[config.mk]
export PLATFORM = sky130hd
export DESIGN_NAME = sidetone_generator
export DESIGN_NICKNAME = d
export VERILOG_FILES = /design/src/rtl/sidetone_generator.sv
export SDC_FILE = /design/constraint.sdc
export NUM_CORES = 1
export LEC_CHECK = 0
export ABC_AREA = 1
export CORE_UTILIZATION = 44
export CTS_CLUSTER_SIZE = 10
export DETAILED_ROUTE_END_ITERATION = 8
export SLEW_MARGIN = 20
export SYNTH_ARGS = -nofsm -noshare
export SYNTH_HDL_FRONTEND = slang
export SYNTH_SLANG_ARGS = --single-unit
[constraint.sdc]
create_clock -name clk -period 2.6 [get_ports clk]
set_input_delay 0.65 -clock clk [delete_from_list [all_inputs] [get_ports clk]]
set_output_delay 0.65 -clock clk [all_outputs]
set_load 0.01 [all_outputs]
[src/rtl/sidetone_generator.sv]
// Keyed square-wave sidetone: IDLE/TONE/TAIL FSM, high half-periods never truncated.
// Optional PWM volume on the high phase when SIDETONE_PWM_VOL_EN is defined.
module sidetone_generator #(
    parameter int unsigned DIV_W = 17,
    parameter int unsigned VOL_W = 4
) (
    input  logic             clk,
    input  logic             rst_n,
    input  logic             dit,
    input  logic             dah,
    input  logic [DIV_W-1:0] half_period,
`ifdef SIDETONE_PWM_VOL_EN
    input  logic [VOL_W-1:0] volume,
`endif
    output logic             tone_out,
    output logic             busy
);

    typedef enum logic [1:0] {
        IDLE = 2'd0,
        TONE = 2'd1,
        TAIL = 2'd2
    } state_t;

    state_t           state, state_n;
    logic [DIV_W-1:0] hp_lat, hp_n;
    logic [DIV_W-1:0] counter, counter_n;
    logic [DIV_W-1:0] cnt_step, hp_clamped;
    logic             phase, phase_n, ph_step;
    logic             key, wrap, tone_n;

    assign key        = dit | dah;
    assign hp_clamped = (half_period < DIV_W'(2)) ? DIV_W'(2) : half_period;
    assign wrap       = (counter == hp_lat - DIV_W'(1));
    assign cnt_step   = wrap ? '0 : counter + DIV_W'(1);
    assign ph_step    = wrap ? ~phase : phase;

    always_comb begin
        state_n   = state;
        hp_n      = hp_lat;
        counter_n = counter;
        phase_n   = phase;
        unique case (state)
            IDLE: begin
                counter_n = '0;
                phase_n   = 1'b0;
                if (key) begin
                    hp_n    = hp_clamped;
                    phase_n = 1'b1;
                    state_n = TONE;
                end
            end
            TONE: begin
                if (!key && !phase) begin
                    state_n   = IDLE;
                    counter_n = '0;
                    phase_n   = 1'b0;
                end else begin
                    counter_n = cnt_step;
                    phase_n   = ph_step;
                    // Release on the last high cycle already completes the half-period.
                    if (!key)
                        state_n = wrap ? IDLE : TAIL;
                end
            end
            TAIL: begin
                counter_n = cnt_step;
                phase_n   = ph_step;
                if (key)
                    state_n = TONE;
                else if (wrap)
                    state_n = IDLE;
            end
            default: begin
                state_n   = IDLE;
                counter_n = '0;
                phase_n   = 1'b0;
            end
        endcase
    end

`ifdef SIDETONE_PWM_VOL_EN
    logic [VOL_W-1:0] pwm_cnt, pwm_n;

    // PWM counter is held at zero whenever the FSM is, or is about to be, idle.
    assign pwm_n  = (state == IDLE || state_n == IDLE) ? '0 : pwm_cnt + VOL_W'(1);
    assign tone_n = phase_n & (pwm_n < volume);

    always_ff @(posedge clk or negedge rst_n) begin
        if (!rst_n)
            pwm_cnt <= '0;
        else
            pwm_cnt <= pwm_n;
    end
`else
    assign tone_n = phase_n;
`endif

    always_ff @(posedge clk or negedge rst_n) begin
        if (!rst_n) begin
            state    <= IDLE;
            hp_lat   <= '0;
            counter  <= '0;
            phase    <= 1'b0;
            tone_out <= 1'b0;
            busy     <= 1'b0;
        end else begin
            state    <= state_n;
            hp_lat   <= hp_n;
            counter  <= counter_n;
            phase    <= phase_n;
            tone_out <= tone_n;
            busy     <= (state_n != IDLE);
        end
    end

endmodule

* Word-level counts from Yosys, hierarchy flattened
Index checks and enable logic that the tools add are counted.
** Storage, ports and cells
- Register bits after elaboration :: 38
- Input bits :: 21
** Cells by class
- Add/subtract/negate cells :: 2
- $lt $le $gt $ge :: 1
- Equal/unequal tests :: 3
- Mux-type cells :: 15
- Bitwise operators :: 2
- Reductions and logical operators :: 6
** Operators by type and width (number)
- 2-to-1 mux 17 bit :: 3
- case mux 17 bit (2 select lines) :: 1
- adder 17 x 1 -> 17 bit (second input constant) :: 1
- == test 17 bit :: 1
- < comparator 17 x 2 -> 1 bit (second input constant) :: 1
- subtractor 17 x 1 -> 17 bit (second input constant) :: 1
- 2-to-1 mux 2 bit :: 6
- case mux 2 bit (3 select lines) :: 1
- 2-to-1 mux 1 bit :: 3
- case mux 1 bit (3 select lines) :: 1
- == test 2 x 1 -> 1 bit (second input constant) :: 1
- == test 2 bit (second input constant) :: 1
- zero test 1 bit :: 2
- zero test 2 bit :: 1
- AND reduction 2 bit :: 1
- nonzero test 2 bit :: 1
- logical AND 1 bit :: 1
- inverter 1 bit :: 1
- bitwise OR 1 bit :: 1

* Logic depth before layout (Yosys ltp)
- Word-level depth :: 7
- Gate-level depth with buffers :: 18
- Depth with buffers taken out :: 18

* Worst setup path after synthesis
Ideal clock, no wire load.
- Path kind :: register to register
- From :: register hp_lat[0]
- To :: register busy
- Arrival time :: 1.775 ns
- Required time :: 2.482 ns
- Path slack :: 0.707 ns
- Stages on the path, launching flop included :: 17
- Buffers on the path :: 0
- Period minus slack after synthesis :: 1.893 ns
- Cells stage by stage :: dfrtp_1 > inv_1 > ha_1 > nand3_2 > nor2_2 > xor2_1 > inv_1 > nor2_1 > nand2_1 > nor2_4 > nand2_4 > nand2_1 > nand2_1 > nand2_1 > nand2_1 > nand2_1 > nand2_1
** Between the ends
- Longest elaborated chain between the ends :: 7
** RTL lines
- start: declaration :: RTL line 26 : logic [DIV_W-1:0] hp_lat, hp_n;
- start signal: assignment :: RTL line 109 : hp_lat <= hp_n;
- subtractor 17 x 1 -> 17 bit * :: RTL line 34 : assign wrap = (counter == hp_lat - DIV_W'(1));
- == test 17 bit * :: RTL line 34
- 2-to-1 mux 2 bit :: RTL line 63 : state_n = wrap ? IDLE : TAIL;
- 2-to-1 mux 2 bit :: RTL line 62 : if (!key)
- 2-to-1 mux 2 bit :: RTL line 54 : if (!key && !phase) begin
- case mux 2 bit (3 select lines) * :: RTL line 43 : unique case (state)
- nonzero test 2 bit * :: RTL line 113 : busy <= (state_n != IDLE);
- end signal: assignment :: RTL line 113
- end: declaration :: RTL line 16 : output logic busy
Every way passes the cells marked *; elsewhere a longest branch is shown, timed or not.
A chain may end at the register's enable or synchronous reset.

* Worst setup path in the final report
- From :: register hp_lat[0]
- To :: register counter[15]
** Between the ends
- Longest elaborated chain between the ends :: 5
** RTL lines
- subtractor 17 x 1 -> 17 bit * :: RTL line 34
- == test 17 bit * :: RTL line 34
- 2-to-1 mux 17 bit * :: RTL line 35 : assign cnt_step = wrap ? '0 : counter + DIV_W'(1);
- 2-to-1 mux 17 bit :: RTL line 54
- case mux 17 bit (2 select lines) * :: RTL line 43
- named net counter_n[15] :: RTL line 27 : logic [DIV_W-1:0] counter, counter_n;
- end signal: assignment :: RTL line 110 : counter <= counter_n;
- end: declaration :: RTL line 27
Mark *: on every way through the listed nets, which the timed path passes. The rest lies on a longest branch.

==> impl_results.md <==
- Switching Share: between 40% and 50%
- Vias: between 2000 and 2500
- Fin. Hold Viols: 0
- DPL Wire Length: about 4.4 mm
- CP arrival: approximately 2.3 ns
- RSZ-0062 raised after global routing: no
- Via density: ~5.0
- Share of cells above drive strength 1: about 11%
- Clk sinks: 38
- Slowest-stage cell, CP: dfrtp_1
- # hold bufs at CTS: 0
- Met1 Usage GRT: between 20% and 30%
- P_sw: between 1 and 1.5 mW
- Clock power share: between 15 and 20%
- Number of buffers and inverters on the critical path: 2
- Status: finished, final reports clean
- GRT met3 Usage: 3.06%
- Hold Crit Class: input pin to async pin
- Max IR drop VDD: just under 0.4 mV
- Die W: 77.6 um
- Clk pin slew, worst setup/hold paths: approximately 0.08 ns
- Post-synth top cells: 98 x nand2_1, 39 x inv_1, 38 x dfrtp_1, 38 x nor2_1
- Fin nets: between 300 and 400
- Post-CTS Setup Bufs: 0
- GP Congestion: between 0.8 and 0.9
- CTS Buf Count: 5
- Hold_ws: 0.467 ns
- Area leader, netlist: dfrtp_1
- Most common flop cell mapped by yosys: dfrtp_1
- CP delay by family, top: simple AND/OR/NAND/NOR gates
- Area grow syn2layout: 15.4%
- H-tree level count: 2
- Grt peak-use layer: met2
- Post-synth EDFFs: 0
- Leak: 1.41 nW
- Initial core utilization: a little under half
- # fillers: roughly 540
- Pint: ~1.5 mW
- Routed len/inst: between 10 and 15 um
- Std-Cell Rows: 27
- Largest net degree at the start of global routing: 39
- Ranking of synthesized cells by area: dfrtp_1 38%, nand2_1 15%, inv_1 5.8%
- Ant. Diodes: 0
- I/O Buffers: 22
- CP Class: register to register
- Dpl cells: 425
- Worst Tran Pin Value: 0.876 ns
- Crit. End Element: register
- Fmax: roughly 460 MHz
- Final period utilization: around 83%
- Number of global-route vias before repair: approximately 2100
- Worst path max stage delay: about 0.4 ns
- Post-synth ARST share: between 90% and 100%
- Seq/Total Area, Yosys: 37.8%
- Mapped Nets: approximately 360
- Worst skew pair latency: roughly 0.29 ns
- Finished Layout Cells: between 400 and 500
- Die ar.: between 0.006 and 0.007 sq mm
- Ys Warns: 0
- Post-layout util: about 53%
- Initial antenna violation count: 0
- Nature of the critical path startpoint: register
- Register Area: approximately 950 sq um
- Yosys reg bits: 38
- Post-synth top area share: a little under two fifths
- Tot Pwr: about 2.7 mW
- PD cells: 933 mW/mm^2
- Initial DRC count: 81
- Die H: slightly below 80 um
- CP Data Required Time: 2.78 ns
- Combinational Power Share: ~49%
- Pre-antenna DRT Iters: 4
- GRT Residual Overflow: 0
- Routed WL: 5.56 mm
- Global-route wire length before repair: a little under 10 mm
- Cell area after synthesis: 0.00252 sq mm
- Max transition margin: 41.6%
- Io pins: 23
- Post-synthesis average cell area: around 7.5 sq um
- Post-Synthesis Cells: about 330
- # DRC: 0
- Maximum clock insertion buffer count: 2
- Setup-failing EPs final: 0
- MaxCap Viol Count: 0
- Cells along the critical path: inv_1 -> ha_1 -> nand3_2 -> nor2_2 -> nand3b_1 -> nand2_1 -> inv_1 -> nor2_1 -> nand2_1 -> nor2_2 -> nand2_4 -> nand3_4 -> nand2b_1 -> nor2_1
- CTS tree: built
- Netlist cell types: 36
- Crit path time final: 2.16 ns
- Antenna-violating nets left: 0
- Core area: 0.00551 sq mm
- Setup TNS: 0 ns
- Final slew viol count: 0
- Multi-input combinational cell area: around 0.0014 sq mm
- Flop pwr share: about a third
- Most frequent cell after synthesis: nand2_1
- Root buffer cell: clkbuf_8
- Global Route Usage Sum: approximately a fifth
- Layout Skew: just under 0.007 ns
- GR Layer Usage met2: a little over a third
- Max Fanout on Critical Path: 17
- Resize count post-CTS: 0
[metrics by stage]
| stage | worst slack [ns] | cell area [sq um] |
|---|---|---|
| after global placement | 0.420 | 2810 |
| after floorplan | 0.707 | 2520 |
| after detailed placement | 0.397 | 2810 |
| after CTS | 0.412 | 2910 |
| final | 0.441 | 2910 |
| after global routing | 0.209 | 2910 |
[sequential cells by signal (all words and copies together) (netlist names)]
register and count:
counter 17, state 2, hp_lat 17, busy 1, phase 1
[final cells by class]
class                           instances  share of cell area (%)
Clock buffer                            6                    2.84
Clock inverter                          2                   0.431
Inverter                               39                    5.04
Multi-Input combinational cell        252                    47.9
Sequential cell                        38                    32.7
Tap cell                               72                    3.10
Timing Repair Buffer                   24                    7.92
[cells by family after synthesis]
kind of cell | count (synthesis) | share of synthesized area (%)
simple gates | 198 | 38.6
compound gates | 23 | 5.07
xor+xnor | 25 | 8.70
flops | 38 | 37.8
buf+inv | 44 | 6.91
fa+ha+maj | 6 | 2.98
[cell usage in the layout, fill, tap and decap left out, drive strengths merged]
cell type,count
nand3b,4
a21oi,8
nor3b,2
dfrtp,38
xnor2,10
clkinv,1
nand3,20
nor4,4
nand4,7
a31o,1
ha,6
or2,4
nand2,101
a22oi,1
a31oi,2
clkbuf,6
buf,3
nor2,50
o21ai,11
inv,39
nand2b,1
xor2,15
and2,2
clkdlybuf4s50,21
nor3,3
clkinvlp,1
[metal layers]
| layer | vias to the layer above | part of all wire, % | wire length, um |
|---|---|---|---|
| li1 | 1098 | - | - |
| met1 | 1004 | 47 | 2630 |
| met2 | 36 | 48 | 2650 |
| met3 | 11 | 2.8 | 153 |
| met4 | 0 | 2.2 | 125 |
| met5 | - | 0 | 0 |
[final timing paths]
kind / from / end / slack [ns] / cells past startpoint
setup / recovery: hp_lat[0] / counter[15] / 0.44 / 14
hold / removal: rst_n / busy / 0.47 / 1
setup reg to reg: hp_lat[0] / counter[15] / 0.44 / 14
hold reg to reg: hp_lat[16] / hp_lat[16] / 0.51 / 2
max in group asynchronous: rst_n / counter[16] / 1.57 / 1
min in group clk: hp_lat[16] / hp_lat[16] / 0.51 / 2
[power by group through the flow]
stage | logic [mW] | clock network [mW] | registers (mW)
6_report | 1.33 | 0.423 | 0.953
5_1_grt | 1.54 | 0.460 | 0.981
4_1_cts | 1.35 | 0.440 | 0.952
3_5_place_dp | 1.34 | 0 | 0.963
3_3_place_gp | 1.33 | 0 | 0.961
2_1_floorplan | 1.04 | 0 | 0.918
(Power assumes the default switching activity.)
